$ cat config.mk
export PLATFORM = sky130hd
export DESIGN_NAME = cmd_cfg_sched
export DESIGN_NICKNAME = d
export VERILOG_FILES = /design/src/rtl/cmd_cfg_sched.sv
export SDC_FILE = /design/constraint.sdc
export NUM_CORES = 1
export LEC_CHECK = 0
export CAP_MARGIN = 5
export CORE_UTILIZATION = 44
export CTS_CLUSTER_DIAMETER = 100
export CTS_CLUSTER_SIZE = 24
export DETAILED_ROUTE_END_ITERATION = 8
export GPL_TIMING_DRIVEN = 0
export PLACE_DENSITY = 0.76
export REMOVE_ABC_BUFFERS = 1
export SYNTH_ARGS = -nofsm -noshare
export SYNTH_HDL_FRONTEND = slang
export SYNTH_SLANG_ARGS = --single-unit
$ cat constraint.sdc
create_clock -name clk -period 2.1 [get_ports clk]
set_clock_uncertainty 0.05 [all_clocks]
set_input_delay 0.21 -clock clk [delete_from_list [all_inputs] [get_ports clk]]
set_output_delay 0.21 -clock clk [all_outputs]
set_load 0.05 [all_outputs]
$ cat src/rtl/cmd_cfg_sched.sv
// Command scheduler: decodes one 24-bit UART frame at a time into flight setpoints,
// sequences calibration / battery reads, and returns one response byte per command.
// Optional comm-loss watchdog: define CMD_WDOG_EN.
module cmd_cfg_sched #(
   parameter int         RAMP_W  = 26,
   parameter logic [7:0] POS_ACK = 8'hA5,
   parameter logic [7:0] NEG_ACK = 8'hEE
`ifdef CMD_WDOG_EN
   ,
   parameter int         WDOG_W  = 26
`endif
) (
   input  logic        clk,
   input  logic        rst,
   input  logic        cmd_rdy,
   input  logic [7:0]  cmd,
   input  logic [15:0] data,
   output logic        clr_cmd_rdy,
   output logic        send_resp,
   output logic [7:0]  resp,
   input  logic        resp_sent,
   input  logic [7:0]  batt,
   output logic        strt_cnv,
   input  logic        cnv_cmplt,
   output logic        inertial_cal,
   output logic        strt_cal,
   input  logic        cal_done,
   output logic        motors_off,
   output logic [15:0] d_ptch,
   output logic [15:0] d_roll,
   output logic [15:0] d_yaw,
   output logic [8:0]  thrst
);

   localparam logic [7:0] REQ_BATT  = 8'h01;
   localparam logic [7:0] SET_PTCH  = 8'h02;
   localparam logic [7:0] SET_ROLL  = 8'h03;
   localparam logic [7:0] SET_YAW   = 8'h04;
   localparam logic [7:0] SET_THRST = 8'h05;
   localparam logic [7:0] CALIBRATE = 8'h06;
   localparam logic [7:0] EMER_LAND = 8'h07;
   localparam logic [7:0] MTRS_OFF  = 8'h08;

   typedef enum logic [2:0] {IDLE, RAMP, CAL, BATT, RESP} state_t;

   state_t            state, nxt_state;
   logic [RAMP_W-1:0] ramp_cnt;
   logic              ramp_done;
   logic              resp_first;

   assign ramp_done = &ramp_cnt;

   // Pulses are combinational so a frame is consumed in the cycle it is seen.
   always_comb begin
      nxt_state   = state;
      clr_cmd_rdy = 1'b0;
      strt_cnv    = 1'b0;
      strt_cal    = 1'b0;
      send_resp   = 1'b0;
      if (!rst) begin
         case (state)
            IDLE: begin
               if (cmd_rdy) begin
                  clr_cmd_rdy = 1'b1;
                  case (cmd)
                     CALIBRATE: nxt_state = RAMP;
                     REQ_BATT: begin
                        strt_cnv  = 1'b1;
                        nxt_state = BATT;
                     end
                     default:   nxt_state = RESP;
                  endcase
               end
            end
            RAMP: begin
               if (ramp_done) begin
                  strt_cal  = 1'b1;
                  nxt_state = CAL;
               end
            end
            CAL:  if (cal_done)  nxt_state = RESP;
            BATT: if (cnv_cmplt) nxt_state = RESP;
            RESP: begin
               send_resp = resp_first;
               if (resp_sent) nxt_state = IDLE;
            end
            default: nxt_state = IDLE;
         endcase
      end
   end

`ifdef CMD_WDOG_EN
   logic [WDOG_W-1:0] wdog_cnt;
`endif

   always_ff @(posedge clk) begin
      if (rst) begin
         state        <= IDLE;
         ramp_cnt     <= '0;
         resp_first   <= 1'b0;
         resp         <= '0;
         d_ptch       <= '0;
         d_roll       <= '0;
         d_yaw        <= '0;
         thrst        <= '0;
         inertial_cal <= 1'b0;
         motors_off   <= 1'b1;
`ifdef CMD_WDOG_EN
         wdog_cnt     <= '0;
`endif
      end else begin
         state      <= nxt_state;
         resp_first <= (nxt_state == RESP) && (state != RESP);
         case (state)
            IDLE: begin
               if (cmd_rdy) begin
                  case (cmd)
                     SET_PTCH:  begin d_ptch <= data;      resp <= POS_ACK; end
                     SET_ROLL:  begin d_roll <= data;      resp <= POS_ACK; end
                     SET_YAW:   begin d_yaw  <= data;      resp <= POS_ACK; end
                     SET_THRST: begin thrst  <= data[8:0]; resp <= POS_ACK; end
                     EMER_LAND: begin
                        d_ptch <= '0;
                        d_roll <= '0;
                        d_yaw  <= '0;
                        thrst  <= '0;
                        resp   <= POS_ACK;
                     end
                     MTRS_OFF:  begin motors_off <= 1'b1; resp <= POS_ACK; end
                     CALIBRATE: begin
                        motors_off   <= 1'b0;
                        inertial_cal <= 1'b1;
                        ramp_cnt     <= '0;
                     end
                     REQ_BATT:  begin end
                     default:   resp <= NEG_ACK;
                  endcase
               end
            end
            // Counter parks at all-ones; the FSM leaves RAMP on that same cycle.
            RAMP: if (!ramp_done) ramp_cnt <= ramp_cnt + RAMP_W'(1);
            CAL: begin
               if (cal_done) begin
                  inertial_cal <= 1'b0;
                  resp         <= POS_ACK;
               end
            end
            BATT: if (cnv_cmplt) resp <= batt;
            default: begin end
         endcase
`ifdef CMD_WDOG_EN
         // A frame consumed on the saturated cycle wins over the watchdog clear.
         if (clr_cmd_rdy) begin
            wdog_cnt <= '0;
         end else begin
            if (!(&wdog_cnt)) wdog_cnt <= wdog_cnt + WDOG_W'(1);
            if (&wdog_cnt) begin
               d_ptch <= '0;
               d_roll <= '0;
               d_yaw  <= '0;
               thrst  <= '0;
            end
         end
`endif
      end
   end

endmodule

# After elaboration in Yosys (flattened, before gate mapping)
# Cells that the tools add are included.
# totals
latch_bits	0
ff_bits	97
n_memories	0
in_bits	38
mem_bits_rw	0
wordCells	90
mem_bits_ro	0
# classes
n_lt_le_gt_ge	0
reduce_logical	21
n_addsub	1
n_bitwise	0
shifts	0
eq_ne	20
div_mod_pow	0
mux	38
multipliers	0
# op_table
cell	count
$pmux W16 S2	3
$mux W26	3
$pmux W26 S2	1
$eq A8 B3 Y1 const B	4
$add A26 B1 Y26 const B	1
$reduce_and A26 Y1	1
$mux W8	3
$pmux W8 S3	1
$mux W3	6
$pmux W9 S2	1
$eq A8 B2 Y1 const B	2
$pmux W8 S2	1
$mux W1	15
$pmux W3 S5	1
$reduce_and A3 Y1	5
$reduce_bool A2 Y1	7
$ne A2 B2 Y1 const B	6
$eq A8 B1 Y1 const B	1
$eq A8 B4 Y1 const B	1
$reduce_and A4 Y1	2
$eq A3 B2 Y1 const B	2
$eq A3 B3 Y1 const B	2
$pmux W3 S2	1
$reduce_or A6 Y1	1
8 further kinds	9

# Logic depth before layout (Yosys ltp)
# depth
depth_word	7
mapped_depth	8

# Worst setup path after synthesis
# No wires, ideal clock.
# synth_timing
path_kind	reg2out
startpoint	reg ramp_cnt[10]
endpoint	out strt_cal
slack_ns	-1.215
path_stages_with_launch	5
t_arrival_ns	3.055
n_path_buf	0
cell_sequence	dfxtp_1 -> nand4_2 -> or4_4 -> or3_1 -> nor4_1
# synth_via
elab_chain_len	4
# synth_rtl
element	line_no	rtl
start: declaration	47	logic [RAMP_W-1:0] ramp_cnt;
start signal: assignment	141	RAMP: if (!ramp_done) ramp_cnt <= ramp_cnt + RAMP_W'(1);
$reduce_and A26 Y1	51	assign ramp_done = &ramp_cnt;
$mux W1	76	if (ramp_done) begin
$mux W1	61	case (state)
$mux W1	60	if (!rst) begin
end: declaration	26	output logic strt_cal,
# No other way between the ends.

# Worst setup path in the final report
# layout_timing
startpoint	reg ramp_cnt[16]
endpoint	out strt_cal
# Same word-level chain as after synthesis.

==> results summary <==
The run finished, with violations left. The checks that failed: negative setup slack. The required time of the worst setup path is 1.84 ns. Yosys mapped a number of flops with a built-in enable equal to 0. The top cell type's share of synthesized area came out at 0.462. The netlist area before placement came out at 4200 um2. Using the TritonRoute via totals, the vias-per-cell ratio works out to 5.70. Summed over all layers, the global routing overflow is 0. Entering global routing, the biggest net connects 53 pins. The cell leakage power came out at 2.05 nW. The number of nets with antenna violations after detailed routing is 0. The fraction of registers with async set/reset is 0.

The worst hold path belongs to the class input port to flip-flop. The number of hold violations in the final report is 0. The number of DRC markers in iteration 0 came out at 186. STA classifies the critical path startpoint as a flip-flop. Synthesis handed over a netlist of 467 instances. A synthesized cell averages 9.00 um2.

By count the netlist is led by 97 x sky130_fd_sc_hd__dfxtp_1, 60 x sky130_fd_sc_hd__o21ai_0, 59 x sky130_fd_sc_hd__nand3b_1, 36 x sky130_fd_sc_hd__nand2_1, 35 x sky130_fd_sc_hd__nor2_1. The initial antenna violation count came out at 0. The library cell used as clock root buffer is sky130_fd_sc_hd__clkbuf_8.

The wire length reported by the detailed router came out at 13200 um. The register clock-pin slew on the reported worst setup and hold paths is 0.11 ns. The max-capacitance violation count is 0. For this run, design rule violations remaining after detail routing come to 0. The fraction of final layout cells with drive strength greater than 1 is 0.208.

Across every metal layer, demand over resource in global routing totals 0.242. Of the total synthesized cell area, the portion taken by full adders, half adders and majority gates is 0.00298. For the finished layout, the period the worst path requires is 2.40 ns.

The filler cell count in the final layout came out at 702. The number of search-and-repair iterations in the first detailed-routing pass came out at 5. The post-synthesis cell type count is 51. The share of the yosys chip area belonging to registers is 0.462. The worst slew margin relative to its limit is 0.348. Setup repair after global routing could not meet its margin everywhere. Of the post-synthesis cell area, the part taken by muxes is 0.00238. The final setup slack of the worst path came out at -0.304 ns. The number of antenna repair diodes came out at 0. The starting utilization of the core area is 0.455.

By area, the combinational part of the netlist is dominated by simple AND/OR/NAND/NOR gates. The clock latency on the worst-skew pair is 0.37 ns. The first-pass GRT wire length came out at 19200 um. In this run the tool buffered the top-level ports with 108 buffer cells. The deepest clock path buffer count is 2. Of the total synthesized cell area, the portion taken by AND, OR, NAND and NOR gates is 0.296.

The maximum level of the CTS H-tree came out at 3. Along the worst path, the maximum fanout reaches 2. The via count of the first global-routing pass is 3759. The height of the chip is 99.7 um. The cell area after layout is 6260 um2. The power density of the placed cells came out at 558 nW/um2. The number of endpoints failing setup at the final stage is 13. STA puts the critical path data arrival time at 2.14 ns. For this design, the CTS-stage hold fixing added 0 buffers. The critical-path cell with the highest stage delay is sky130_fd_sc_hd__or4_4. The synthesized-area fraction occupied by ao, oa, aoi and oai cells was 0.152. Of the total synthesized cell area, the portion taken by XOR and XNOR cells is 0.0459. The congestion estimate from routability-driven global placement came to 0.856.

Walking the worst path, the cells encountered are nand4_1 -> or4_4 -> or3_4 -> nor4_4 -> buf_6. In the final routed layout, each cell accounts on average for 18.1 um. The final clock period utilization by the worst path came out at 1.14. The most used flip-flop cell after synthesis is sky130_fd_sc_hd__dfxtp_1.

Clock tree synthesis inserted a total of 9 buffers. The post-detailed-placement half-perimeter wirelength came out at 7320 um. At the pin with the least slew margin, the transition time is 0.971 ns. The total via count in the routed design came out at 4158. IR analysis of the VDD net gives a maximum drop of 0.305 mV. The class of the most critical setup path is flip-flop to output pin. The number of nets in the layout came out at 634. STA classifies the critical path endpoint as an output pin.

By area the synthesized netlist is led by sky130_fd_sc_hd__dfxtp_1 46%, sky130_fd_sc_hd__nand3b_1 11%, sky130_fd_sc_hd__o21ai_0 7.1%, sky130_fd_sc_hd__nand2_1 3.2%, sky130_fd_sc_hd__nor2_1 3.1%. The buffers plus inverters on the worst setup path is 1. In the post-synthesis netlist, the cell with the most instances is sky130_fd_sc_hd__dfxtp_1. The post-detailed-placement cell area came out at 5340 um2.

The number of top-level pins came out at 109. The area of the die is 9940 um2. The number of sinks handled by clock tree synthesis is 97. The synthesized flop and latch total is 97. During synthesis, Yosys emitted a total of 0 warnings.

The final standard cell utilization of the core is 0.677. The die is 99.7 um wide. The signed area change from the synthesized netlist to the final layout came out at 48.9%.

The peak clock frequency supported by timing came out at 0.416 GHz. The core footprint is 9240 um2. The clock tree from TritonCTS is yes. In this run the core area contains 35 standard-cell rows.

The largest stage delay on the critical path is 0.52 ns. The top cell family by delay on the critical path is simple AND/OR/NAND/NOR gates. The count of final max-slew check failures came to 0.

The cell type with the highest aggregate area in the netlist is sky130_fd_sc_hd__dfxtp_1.
==> area by class of cell <==
cell class / instances / area [um2] / area share
clock buffer: 10 / 138 / 0.0220
clock inverter: 6 / 71.3 / 0.0114
inverter: 5 / 18.8 / 0.00300
multi-input combinational: 342 / 2500 / 0.399
sequential: 97 / 1980 / 0.317
tap: 129 / 161 / 0.0258
timing repair buffer: 140 / 1390 / 0.222
==> layer usage <==
layer,GRT usage,routed length [um],vias up
li1,-,-,1956
met1,0.313,5670,2014
met2,0.406,6490,164
met3,0.0436,818,24
met4,0.0860,204,0
met5,0,0,-
==> where the power goes <==
group          switching (mW)  total, mW  leakage, nW  internal (mW)
combinational           0.195      0.342         1.16          0.146
sequential            0.00829       1.85        0.794           1.85
clock                   0.701       1.30       0.0999          0.597
==> cell families after synthesis <==
kind of cell | count (synthesis)
mux | 1
fa+ha+maj | 1
simple gates | 204
buf+inv | 38
compound gates | 104
flops | 97
xor+xnor | 22
==> flip-flops by register name (all words and copies together) (netlist names) <==
register,cells
d_roll,16
motors_off,1
resp,8
inertial_cal,1
resp_first,1
thrst,9
d_yaw,16
ramp_cnt,26
state,3
d_ptch,16
==> worst paths after layout <==
kind | slack [ns] | to | depth (start not counted) | start
worst min-delay path | 0.33 | d_ptch[14]$_SDFFE_PP0P_ | 3 | rst
worst max-delay path | -0.30 | strt_cal | 5 | ramp_cnt[16]$_SDFFE_PP0P_
worst max register to register | -0.10 | d_yaw[7]$_SDFFE_PP0P_ | 7 | state[0]$_SDFF_PP0_
worst min register to register | 0.41 | resp[0]$_SDFFE_PP0P_ | 2 | resp[0]$_SDFFE_PP0P_
==> worst reg2reg max path: stages (launching register included) <==
cell,delay (ns)
sky130_fd_sc_hd__dfxtp_4,0.37
sky130_fd_sc_hd__or4b_4,0.54
sky130_fd_sc_hd__nor3_4,0.32
sky130_fd_sc_hd__buf_6,0.16
sky130_fd_sc_hd__clkbuf_16,0.16
sky130_fd_sc_hd__nand3_4,0.16
sky130_fd_sc_hd__nand3b_1,0.21
sky130_fd_sc_hd__o21ai_1,0.10
==> repair_timing <==
item / 4_1_cts / 5_1_grt
gates cloned: 3 / 8
gates resized for setup: 73 / 71
pin swaps: 13 / 14
setup endpoints to repair: 87 / 82
buffers inserted: 15 / 14
==> cell usage in the layout, fill, tap and decap left out, types with 6 or more instances in the layout <==
| cell | n |
|---|---|
| sky130_fd_sc_hd__a211oi_1 | 9 |
| sky130_fd_sc_hd__a21oi_1 | 12 |
| sky130_fd_sc_hd__buf_4 | 23 |
| sky130_fd_sc_hd__buf_6 | 6 |
| sky130_fd_sc_hd__clkbuf_8 | 10 |
| sky130_fd_sc_hd__clkdlybuf4s50_1 | 100 |
| sky130_fd_sc_hd__dfxtp_1 | 80 |
| sky130_fd_sc_hd__dfxtp_2 | 10 |
| sky130_fd_sc_hd__dfxtp_4 | 7 |
| sky130_fd_sc_hd__nand2_1 | 35 |
| sky130_fd_sc_hd__nand3_4 | 13 |
| sky130_fd_sc_hd__nand3b_1 | 59 |
| sky130_fd_sc_hd__nand4_1 | 7 |
| sky130_fd_sc_hd__nor2_1 | 34 |
| sky130_fd_sc_hd__nor3_1 | 11 |
| sky130_fd_sc_hd__o211ai_1 | 7 |
| sky130_fd_sc_hd__o21ai_0 | 25 |
| sky130_fd_sc_hd__o21ai_1 | 33 |
| sky130_fd_sc_hd__xnor2_1 | 15 |
| sky130_fd_sc_hd__xor2_1 | 7 |
==> stage by stage <==
| step | instances | hold WS, ns | TNS (ns) | setup slack, ns | total power [mW] |
|---|---|---|---|---|---|
| CTS | 707 | 0.316 | -3.00 | -0.408 | 3.45 |
| detailed placement | 673 | 0.400 | -68.69 | -1.10 | 2.18 |
| global route | 729 | 0.332 | -2.22 | -0.389 | 3.60 |
| floorplan | 434 | 0.229 | -15.21 | -1.22 | 2.03 |
| global placement | 671 | 0.392 | -163.56 | -2.18 | 2.18 |
| finish | 729 | 0.332 | -1.01 | -0.304 | 3.49 |
Power figures use the tool's default switching activity.
